<file path="config.mk">
export PLATFORM = sky130hd
export DESIGN_NAME = eth_mdio_resp_flat
export DESIGN_NICKNAME = d
export VERILOG_FILES = /design/src/rtl/eth_mdio_pkg.sv /design/src/rtl/eth_mdio_resp_if.sv /design/src/rtl/mdio_edge_sync.sv /design/src/rtl/eth_mdio_resp.sv /design/src/flat_wrapper.sv
export SDC_FILE = /design/constraint.sdc
export NUM_CORES = 1
export LEC_CHECK = 0
export ABC_AREA = 0
export ABC_CLOCK_PERIOD_IN_PS = 2700
export BUFFER_PORTS_ARGS = -buffer_cell sky130_fd_sc_hd__buf_2
export CORE_ASPECT_RATIO = 0.6
export CORE_UTILIZATION = 40
export CTS_CLUSTER_SIZE = 10
export DETAILED_ROUTE_END_ITERATION = 8
export PLACE_DENSITY = 0.64
export SLEW_MARGIN = 10
export SYNTH_ARGS = -nofsm -noshare
export SYNTH_HDL_FRONTEND = slang
export SYNTH_SLANG_ARGS = --single-unit
</file>
<file path="constraint.sdc">
create_clock -name clk -period 2.7 [get_ports clk]
set_input_delay 0.54 -clock clk [delete_from_list [all_inputs] [get_ports clk]]
set_output_delay 0.54 -clock clk [all_outputs]
set_load 0.05 [all_outputs]
</file>
<file path="src/rtl/eth_mdio_pkg.sv">
// eth_mdio_pkg: shared Clause-22 MDIO constants and responder FSM states
package eth_mdio_pkg;
  typedef enum logic [3:0] {
    S_IDLE, S_ST, S_OP, S_PHYAD, S_REGAD, S_TA_RD, S_RD_DATA, S_TA_WR, S_WR_DATA, S_WR_CMT
  } mdio_state_t;
  localparam logic [1:0] MDIO_OP_RD = 2'b10;
  localparam logic [1:0] MDIO_OP_WR = 2'b01;
  localparam logic [1:0] MDIO_ST = 2'b01;
  localparam logic [4:0] REG_BMCR = 5'd0;
  localparam logic [4:0] REG_ID1 = 5'd2;
  localparam logic [4:0] REG_ID2 = 5'd3;
  localparam int MDIO_DATA_W = 16;
endpackage

</file>
<file path="src/rtl/eth_mdio_resp_if.sv">
// eth_mdio_resp_if: MDIO pad signals plus register-event outputs of the responder
interface eth_mdio_resp_if;
  logic mdc;
  logic mdio_i;
  logic mdio_o;
  logic mdio_oe;
  logic reg_wr_strb;
  logic [4:0] reg_wr_addr;
  logic [15:0] reg_wr_data;
  logic reg_rd_strb;
  logic frame_err;
  modport master (output mdc, mdio_i, input mdio_o, mdio_oe, reg_wr_strb, reg_wr_addr, reg_wr_data, reg_rd_strb, frame_err);
  modport slave (input mdc, mdio_i, output mdio_o, mdio_oe, reg_wr_strb, reg_wr_addr, reg_wr_data, reg_rd_strb, frame_err);
endinterface

</file>
<file path="src/rtl/mdio_edge_sync.sv">
// mdio_edge_sync: 2-FF synchronizers for MDC/MDIO with MDC rise detect, equal delay on both paths
module mdio_edge_sync (
  input  logic clk,
  input  logic rst_n,
  input  logic mdc,
  input  logic mdio_i,
  output logic mdio_s,
  output logic rise
);
  logic [2:0] mdc_q;
  logic [1:0] mdio_q;
  always_ff @(posedge clk or negedge rst_n)
    if (!rst_n) begin
      mdc_q <= '0;
      mdio_q <= '1;
    end else begin
      mdc_q <= {mdc_q[1:0], mdc};
      mdio_q <= {mdio_q[0], mdio_i};
    end
  assign mdio_s = mdio_q[1];
  assign rise = mdc_q[1] & ~mdc_q[2];
endmodule

</file>
<file path="src/rtl/eth_mdio_resp.sv">
// eth_mdio_resp: Clause-22 MDIO PHY-side responder serving a 32x16 register file
module eth_mdio_resp
  import eth_mdio_pkg::*;
#(
  parameter logic [4:0] PHY_ADDR = 5'd1,
  parameter bit BCAST_EN = 1'b1,
  parameter int PRE_LEN = 32,
  parameter logic [15:0] PHY_ID1 = 16'h0007,
  parameter logic [15:0] PHY_ID2 = 16'hC0F1
) (
  input logic clk,
  input logic rst_n,
  eth_mdio_resp_if.slave m
);
  localparam int CW = $clog2(PRE_LEN + 1);
  logic mdio_s, rise;
  mdio_state_t state;
  logic [CW-1:0] cnt;
  logic [3:0] bcnt;
  logic rd, foreign;
  logic [3:0] pa;
  logic [4:0] ra;
  logic [MDIO_DATA_W-1:0] sh;
  logic [15:0] regs [32];
  logic [4:0] pa_full;
  function automatic logic [15:0] rst_val(input int i);
    return i == int'(REG_ID1) ? PHY_ID1 : i == int'(REG_ID2) ? PHY_ID2 : '0;
  endfunction
  mdio_edge_sync u_sync (.clk(clk), .rst_n(rst_n), .mdc(m.mdc), .mdio_i(m.mdio_i), .mdio_s(mdio_s), .rise(rise));
  assign pa_full = {pa, mdio_s};
  always_ff @(posedge clk or negedge rst_n)
    if (!rst_n) begin
      state <= S_IDLE;
      cnt <= '0;
      bcnt <= '0;
      rd <= 1'b0;
      foreign <= 1'b0;
      pa <= '0;
      ra <= '0;
      sh <= '0;
      m.mdio_o <= 1'b1;
      m.mdio_oe <= 1'b0;
      m.reg_wr_strb <= 1'b0;
      m.reg_wr_addr <= '0;
      m.reg_wr_data <= '0;
      m.reg_rd_strb <= 1'b0;
      m.frame_err <= 1'b0;
      for (int i = 0; i < 32; i++) regs[i] <= rst_val(i);
    end else begin
      m.reg_wr_strb <= 1'b0;
      m.reg_rd_strb <= 1'b0;
      m.frame_err <= 1'b0;
      if (state == S_WR_CMT) begin
        state <= S_IDLE;
        if (ra != REG_ID1 && ra != REG_ID2) begin
          m.reg_wr_strb <= 1'b1;
          m.reg_wr_addr <= ra;
          m.reg_wr_data <= sh;
          // soft reset wins over the write itself, so BMCR reads back its reset value
          if (ra == REG_BMCR && sh[15]) for (int i = 0; i < 32; i++) regs[i] <= rst_val(i);
          else regs[ra] <= sh;
        end
      end else if (rise) begin
        case (state)
          S_IDLE: begin
            if (mdio_s) cnt <= (cnt == CW'(PRE_LEN)) ? cnt : cnt + 1'b1;
            else begin
              cnt <= '0;
              if (cnt == CW'(PRE_LEN)) state <= S_ST;
            end
          end
          S_ST: begin
            bcnt <= '0;
            state <= (mdio_s == MDIO_ST[0]) ? S_OP : S_IDLE;
            m.frame_err <= mdio_s != MDIO_ST[0];
          end
          S_OP: begin
            rd <= mdio_s;
            bcnt <= bcnt + 1'b1;
            if (bcnt == 4'd1) begin
              bcnt <= '0;
              rd <= {rd, mdio_s} == MDIO_OP_RD;
              state <= ({rd, mdio_s} == MDIO_OP_RD || {rd, mdio_s} == MDIO_OP_WR) ? S_PHYAD : S_IDLE;
              m.frame_err <= !({rd, mdio_s} == MDIO_OP_RD || {rd, mdio_s} == MDIO_OP_WR);
            end
          end
          S_PHYAD: begin
            pa <= pa_full[3:0];
            bcnt <= bcnt + 1'b1;
            if (bcnt == 4'd4) begin
              bcnt <= '0;
              foreign <= !(pa_full == PHY_ADDR || (BCAST_EN && pa_full == 5'd0));
              state <= S_REGAD;
            end
          end
          S_REGAD: begin
            ra <= {ra[3:0], mdio_s};
            bcnt <= bcnt + 1'b1;
            if (bcnt == 4'd4) begin
              bcnt <= '0;
              state <= foreign ? S_IDLE : rd ? S_TA_RD : S_TA_WR;
            end
          end
          S_TA_RD: begin
            if (bcnt == 4'd0) begin
              m.reg_rd_strb <= 1'b1;
              sh <= regs[ra];
              m.mdio_oe <= 1'b1;
              m.mdio_o <= 1'b0;
              bcnt <= 4'd1;
            end else begin
              m.mdio_o <= sh[15];
              sh <= {sh[14:0], 1'b0};
              bcnt <= 4'd15;
              state <= S_RD_DATA;
            end
          end
          S_RD_DATA: begin
            if (bcnt == 4'd0) begin
              m.mdio_oe <= 1'b0;
              m.mdio_o <= 1'b1;
              state <= S_IDLE;
            end else begin
              m.mdio_o <= sh[15];
              sh <= {sh[14:0], 1'b0};
              bcnt <= bcnt - 1'b1;
            end
          end
          S_TA_WR: begin
            bcnt <= bcnt + 1'b1;
            if (mdio_s != (bcnt == 4'd0)) begin
              m.frame_err <= 1'b1;
              state <= S_IDLE;
            end else if (bcnt == 4'd1) begin
              bcnt <= '0;
              state <= S_WR_DATA;
            end
          end
          S_WR_DATA: begin
            sh <= {sh[14:0], mdio_s};
            bcnt <= bcnt + 1'b1;
            if (bcnt == 4'd15) state <= S_WR_CMT;
          end
          default: state <= S_IDLE;
        endcase
      end
    end
endmodule

</file>
<file path="src/flat_wrapper.sv">
// flat-port wrapper written by rule: the top's interface ports become plain ports
module eth_mdio_resp_flat import eth_mdio_pkg::*;
#(
  parameter logic [4:0] PHY_ADDR = 5'd1,
  parameter bit BCAST_EN = 1'b1,
  parameter int PRE_LEN = 32,
  parameter logic [15:0] PHY_ID1 = 16'h0007,
  parameter logic [15:0] PHY_ID2 = 16'hC0F1
)
  (clk, rst_n, m_mdc, m_mdio_i, m_mdio_o, m_mdio_oe, m_reg_wr_strb, m_reg_wr_addr, m_reg_wr_data, m_reg_rd_strb, m_frame_err);
  eth_mdio_resp_if m_i ();
  input logic clk;
  input logic rst_n;
  input wire logic [$bits(m_i.mdc)-1:0] m_mdc;
  input wire logic [$bits(m_i.mdio_i)-1:0] m_mdio_i;
  output wire logic [$bits(m_i.mdio_o)-1:0] m_mdio_o;
  output wire logic [$bits(m_i.mdio_oe)-1:0] m_mdio_oe;
  output wire logic [$bits(m_i.reg_wr_strb)-1:0] m_reg_wr_strb;
  output wire logic [$bits(m_i.reg_wr_addr)-1:0] m_reg_wr_addr;
  output wire logic [$bits(m_i.reg_wr_data)-1:0] m_reg_wr_data;
  output wire logic [$bits(m_i.reg_rd_strb)-1:0] m_reg_rd_strb;
  output wire logic [$bits(m_i.frame_err)-1:0] m_frame_err;
  assign m_i.mdc = m_mdc;
  assign m_i.mdio_i = m_mdio_i;
  assign m_mdio_o = m_i.mdio_o;
  assign m_mdio_oe = m_i.mdio_oe;
  assign m_reg_wr_strb = m_i.reg_wr_strb;
  assign m_reg_wr_addr = m_i.reg_wr_addr;
  assign m_reg_wr_data = m_i.reg_wr_data;
  assign m_reg_rd_strb = m_i.reg_rd_strb;
  assign m_frame_err = m_i.frame_err;
  eth_mdio_resp #(.PHY_ADDR(PHY_ADDR), .BCAST_EN(BCAST_EN), .PRE_LEN(PRE_LEN), .PHY_ID1(PHY_ID1), .PHY_ID2(PHY_ID2)) u_core (.clk(clk), .rst_n(rst_n), .m(m_i));
endmodule
</file>
==> results of run 1 <==
==> repair_timing <==
action,in CTS,in global routing
buffers inserted,0,3
gates resized for setup,0,2
endpoints found under the setup margin,0,78
hold buffers,2,0
hold endpoints to repair,37,0
==> cell type report <==
cell class              count  area [um^2]  share of cell area [%]
inverters                  12         45.0                   0.149
multi-input cells        1396        11200                    36.9
flip-flops and latches    584        14600                    48.4
clock buffers              78         1760                    5.82
clock inverters             6         66.3                   0.219
well taps                 900         1130                    3.72
repair buffers            166         1460                    4.84
==> kinds of logic after synthesis <==
family | Yosys count
adders and majority gates | 7
AOI/OAI and AO/OA | 615
DFF | 584
and+or+nand+nor | 592
muxes | 176
buffers and inverters | 240
xor gates and xnor gates | 6
==> critical path: stages (launching register included) <==
cell,delay [ps]
dfrtp_1,440
inv_1,130
ha_1,220
or3b_4,450
nor2_1,240
nand2_1,180
buf_4,210
a2111oi_1,440
a221oi_1,170
==> how the worst min path moves through the flow <==
| stage | cells after the start | start | end |
|---|---|---|---|
| 4_1_cts | 1 | m_mdc | u_core.u_sync.mdc_q[0] |
| 2_1_floorplan | 0 | rst_n | u_core.bcnt[0] |
| 3_5_place_dp | 0 | u_core.u_sync.mdc_q[0] | u_core.u_sync.mdc_q[1] |
| 5_1_grt | 1 | m_mdc | u_core.u_sync.mdc_q[0] |
| 6_report | 1 | m_mdc | u_core.u_sync.mdc_q[0] |
| 3_3_place_gp | 0 | u_core.u_sync.mdc_q[0] | u_core.u_sync.mdc_q[1] |
==> power breakdown <==
part / total (uW) / switching (uW) / internal (uW)
logic: 250 / 201 / 48.6
clock network: 8160 / 3580 / 4580
registers: 8780 / 14.1 / 8770
total: 17200 / 3790 / 13400
==> registers in the layout (all words and copies together), names as in the netlist <==
name                  cells
u_core.m.mdio_o           1
u_core.m.reg_wr_addr      5
u_core.m.mdio_oe          1
u_core.u_sync.mdc_q       3
u_core.bcnt               4
u_core.u_sync.mdio_q      2
u_core.foreign            1
u_core.sh                16
u_core.m.reg_wr_strb      1
u_core.m.reg_wr_data     16
u_core.pa                 4
u_core.rd                 1
u_core.regs             512
u_core.cnt                6
u_core.ra                 5
u_core.m.reg_rd_strb      1
u_core.m.frame_err        1
u_core.state              4
==> cells in the final DEF (no fill, tap or decap), types with 4 or more instances in the layout <==
cell | netlist | final
xnor2_1 | 5 | 5
o21ai_0 | 145 | 145
nor2_2 | 16 | 22
o211ai_1 | 4 | 4
nor2_4 | 9 | 9
mux4_2 | 127 | 127
or3_1 | 5 | 4
dfrtp_1 | 571 | 567
and2_1 | 28 | 28
nand2_1 | 348 | 347
buf_2 | 90 | 28
nor2b_1 | 8 | 8
dfstp_2 | 13 | 13
a221oi_2 | 11 | 11
o21ai_1 | 14 | 14
nor2_1 | 81 | 75
mux2_2 | 30 | 30
clkbuf_16 | 0 | 69
a21oi_1 | 23 | 23
nand3b_1 | 15 | 15
inv_1 | 12 | 12
a22oi_1 | 16 | 16
a221oi_1 | 4 | 4
mux2i_1 | 18 | 18
nand3_1 | 19 | 19
nor3_1 | 9 | 9
buf_12 | 0 | 22
buf_4 | 20 | 113
clkbuf_1 | 91 | 9
a22o_1 | 357 | 357
ha_1 | 7 | 7
nand2b_1 | 16 | 16
o21ai_2 | 5 | 5
==> metal layers <==
metal / part of all wire, % / global-route usage, %
met4: 2.2 / 6.46
met2: 40 / 31.2
met3: 13 / 11.2
met5: 0.13 / 1.21
met1: 45 / 37.9
==> through the flow <==
step	hold slack (ps)	power, uW
detailed placement	341	9200
global placement	338	9190
floorplan	244	8970
CTS	1.11	17400
finish	39.5	17200
global route	29.3	17700
==> run summary, run 1 <==
initial drt markers: 2,106
gpl congestion: 0.909
synthesis-stage register bit count: 584
I/O Buffers: 29
fmax: 383 MHz
outcome: finished, final reports clean
top post-synthesis cells by area: dfrtp_1 53%, a22o_1 12%, mux4_2 11%
fin nets: 2,239
fin. max-slew vios: 0
CTS buffer count: 68
sequential share of the synthesized area: 54.3%
Worst Tran Pin Value: 1040 ps
Die Y: 203 um
area share of the largest cell type after synthesis: 53.1%
Synth Area in Compound Gates: 17.7%
Worst setup EP type: register
routed wire length: 83,500 um
Detailed Place HPWL: 54,500 um
Arr. time, crit path: 3090 ps
adder-cell share of the synthesized area: 0.325%
First-pass DRT Iterations: 6
Overall Global Routing Usage: 24.9%
Critical Path Source: u_core.bcnt[0]
Distinct cells, synth: 82
Clock Latency Late Sink: 620 ps
dpl cell area: 28,400 um^2
unrepaired setup endpoints after global routing: false
max_cap viols: 0
synthesized area per cell: 12.1 um^2
Routed Antenna Nets: 0
synthesized area: 26,900 um^2
worst reg2reg path startpoint: u_core.bcnt[0]
number of synthesized flops with an enable pin: 0
Synth Net Count: 2,231
Clk pin slew, worst setup/hold paths: 70 ps
leakage power: 0.0133 uW
die area: 68,400 um^2
Synth Instances: 2,220
worst hold path type: primary input to register
largest net degree at the start of global routing: 110
fill count: 5,946
WS Path Type: register to register
Finished Cell Area: 30,300 um^2
clock root buffer: clkbuf_16
GR Overflow Total: 0
Post-synth ARST share: 100%
area added between synthesis and finish: 12.4%
layout cells sized above 1: 21.6%
Placement Setup Slack: 81.1 ps
largest family of logic cells by synthesized area: compound AO/OA/AOI/OAI gates
multiplexer share of the synthesized area: 12.6%
r2r endpoint: u_core.sh[11]
first-pass GRT wire length: 127,000 um
Core Footprint: 66,400 um^2
R2R Setup Slk: 90 ps
final non-filler cell total: 3,142
H-tree levels: 3
post-route core utilization: 45.6%
cell with the most instances after synthesis: dfrtp_1
simple-gate share of the synthesized area: 10.5%
vias in the first global route: 19,007
Worst Setup EP: u_core.sh[11]
post-route setup slack: 86.2 ps
Rows: 73
IO Pins: 30
initial antenna violation count: 1
die width: 337 um
vias: 19,310
# setup viols final: 0
Slew HR: 31.0%
post-DR wirelength/cell: 26.6 um
Final Skew: 22.4 ps
diode count: 0
period utilisation layout: 96.8%
cell area power density: 568 nW/um^2
dpl cells: 3,053
Synthesis Warnings: 0
worst vdd rail ir drop: 0.000451 V
Tmin final: 2610 ps
Clock Path Buffers: 3
clock sinks: 584
Setup TNS: 0 ps
Post-route DRC: 0
Startpoint Class: register
xor-xnor portion of the synthesized cell area: 0.195%
CTS tree: done
predominant post-synthesis flop cell: dfrtp_1
Critical Path Fanout Max: 6
worst r2r path cells: 8
CP required: 3180 ps
initial core utilization: 40.5%
Post-synth top cells: 571 x dfrtp_1, 357 x a22o_1, 348 x nand2_1
vias per inst: 6.15
Fin. Hold Viols: 0
Synth area leader: dfrtp_1
(Power assumes the default switching activity.)
==> inputs of run 2 (changes only) <==
--- a/config.mk
+++ b/config.mk
@@ -9,10 +9,10 @@
 export ABC_CLOCK_PERIOD_IN_PS = 2700
 export BUFFER_PORTS_ARGS = -buffer_cell sky130_fd_sc_hd__buf_2
 export CORE_ASPECT_RATIO = 0.6
-export CORE_UTILIZATION = 40
+export CORE_UTILIZATION = 30
 export CTS_CLUSTER_SIZE = 10
 export DETAILED_ROUTE_END_ITERATION = 8
-export PLACE_DENSITY = 0.64
+export PLACE_DENSITY = 0.53
 export SLEW_MARGIN = 10
 export SYNTH_ARGS = -nofsm -noshare
 export SYNTH_HDL_FRONTEND = slang
==> run summary, run 2 (synthesis results as in run 1) <==
GR Overflow Total: 0 (unchanged)
cell area power density: 568 nW/um^2 (about the same)
Post-route DRC: 0 (unchanged)
Setup TNS: 0 ps (unchanged)
Largest Register: u_core.regs
clock sinks: 584 (unchanged)
Fin. Hold Viols: 0 (unchanged)
fin. max-slew vios: 0 (unchanged)
first-pass GRT wire length: 131,000 um (+3.0%)
post-DR wirelength/cell: 25.3 um (-4.8%)
period utilisation layout: 94.0% (-2.8 points)
Critical Path Fanout Max: 12 (+6)
WS Path Type: register to register
Startpoint Class: register
multi-input combinational cell area: 11,200 um^2 (about the same)
fmax: 394 MHz (+2.9%)
worst vdd rail ir drop: 0.000411 V (-9.0%)
Worst Tran Pin Value: 1220 ps (+184 ps)
post_cts resized: 0 (unchanged)
Overall Global Routing Usage: 19.3% (-5.6 points)
outcome: finished, final reports clean
routed wire length: 87,000 um (+4.2%)
flip-flop count of the largest register after layout: 512 (unchanged)
Die Y: 234 um (+15%)
IO Pins: 30 (unchanged)
unrepaired setup endpoints after global routing: false
CTS tree: done
crit-path max cell delay: 440 ps (about the same)
largest net degree at the start of global routing: 97 (-12%)
commonest cells after routing, fill and taps aside: 568 x dfrtp_1, 357 x a22o_1, 347 x nand2_1
max_cap viols: 0 (unchanged)
final non-filler cell total: 3,436 (+9.4%)
WP buf/inv: 2 (unchanged)
Storage cell area: 14,600 um^2 (about the same)
Clock Path Buffers: 3 (unchanged)
H-tree levels: 3 (unchanged)
Worst setup EP type: register
I/O Buffers: 29 (unchanged)
initial core utilization: 30.5% (-10 points)
Rows: 84 (+15%)
worst hold path type: primary input to register
Slew HR: 18.7% (-12 points)
clock root buffer: clkbuf_16
dpl cells: 3,335 (+9.2%)
CP required: 3190 ps (about the same)
leakage power: 0.0135 uW (+1.2%)
biggest regs: u_core.regs: 512 flops, u_core.m.reg_wr_data: 16 flops, u_core.sh: 16 flops
Crit path max-delay family: simple AND/OR/NAND/NOR gates
initial antenna violation count: 3 (+2)
Routed Antenna Nets: 0 (unchanged)
fill count: 8,520 (+43%)
vias per inst: 5.63 (-8.4%)
layout cells sized above 1: 22.0% (+0.40 points)
die width: 389 um (+15%)
Core Footprint: 88,200 um^2 (+33%)
initial drt markers: 2,261 (+7.4%)
area added between synthesis and finish: 14.8%
Detailed Place HPWL: 56,800 um (+4.1%)
post-route setup slack: 161 ps (+74.7 ps)
CTS buffer count: 68 (unchanged)
Final Skew: 25.5 ps (+3.16 ps)
most used cell, CP: inv_1
die area: 91,000 um^2 (+33%)
slowest cell on the critical path: dfrtp_1
vias in the first global route: 19,354 (+1.8%)
gpl congestion: 0.886 (-2.5%)
Tmin final: 2540 ps (-74.7 ps)
# setup viols final: 0 (unchanged)
First-pass DRT Iterations: 6 (unchanged)
vias: 19,333 (+0.12%)
Arr. time, crit path: 3030 ps (-60 ps)
Clk pin slew, worst setup/hold paths: 60 ps (about the same)
Clock Latency Late Sink: 640 ps (+20 ps)
most common cell after layout, fill and taps aside: dfrtp_1
post-route core utilization: 35.0% (-11 points)
Placement Setup Slack: 209 ps (+128 ps)
fin nets: 2,257 (+0.80%)
CP Cell Sequence: inv_1, ha_1, or3b_1, nor2_1, nand2_1, inv_1, o211ai_1, a221oi_2, a211oi_1
-- run 2: changes by cell type in the layout (fill, tap and decap cells not counted), sizes merged --
cell,previous run,this run
clkinv,2,1
buf,164,182
inv,15,14
clkbuf,78,95
clkinvlp,1,0
diode,0,1
-- run 2: final timing paths --
kind                                         from                     end  slack, ps  cells after the start
setup / recovery                   u_core.bcnt[0]           u_core.sh[14]        160                      9
hold / removal                              m_mdc  u_core.u_sync.mdc_q[0]         30                      1
setup reg to reg                   u_core.bcnt[0]           u_core.sh[14]        160                      9
hold reg to reg            u_core.u_sync.mdc_q[0]  u_core.u_sync.mdc_q[1]        350                      0
max in group asynchronous                   rst_n        u_core.regs[455]       1310                      4
min in group asynchronous                   rst_n         u_core.regs[41]        410                      2
-- run 2: power breakdown --
part / internal (uW) / switching (uW)
clock network: 4850 / 3650
registers: 8770 / 13.3
logic: 66.6 / 213
-- run 2: repair_timing --
action                                 in CTS  in global routing
endpoints found under the hold margin      42                  0
hold buffers                                2                  0
buffers inserted                            0                  0
-- run 2: layout make-up --
| cell class | count | area share [%] |
|---|---|---|
| Antenna cell | 1 | 0.00810 |
| Clock buffer | 95 | 6.14 |
| Clock inverter | 3 | 0.154 |
| Inverter | 12 | 0.146 |
| Multi-Input combinational cell | 1396 | 36.1 |
| Sequential cell | 584 | 47.4 |
| Tap cell | 1161 | 4.70 |
| Timing Repair Buffer | 184 | 5.38 |
-- run 2: through the flow --
stage               area [um^2]  power [uW]  hold WS (ps)
floorplan                 26900        8970           244
global placement          28900        9220           345
detailed placement        28900        9230           348
CTS                       30900       17800          4.75
global route              30900       18200          12.8
finish                    30900       17600          34.3
-- run 2: layer usage --
| metal | track usage, % | vias to the layer above | routed length [um] |
|---|---|---|---|
| met5 | 0.831 | - | 115 |
| met4 | 4.52 | 4 | 1550 |
| met3 | 7.32 | 110 | 10100 |
| met2 | 25.6 | 894 | 34600 |
| met1 | 29.1 | 10147 | 40600 |
| li1 | - | 8178 | - |
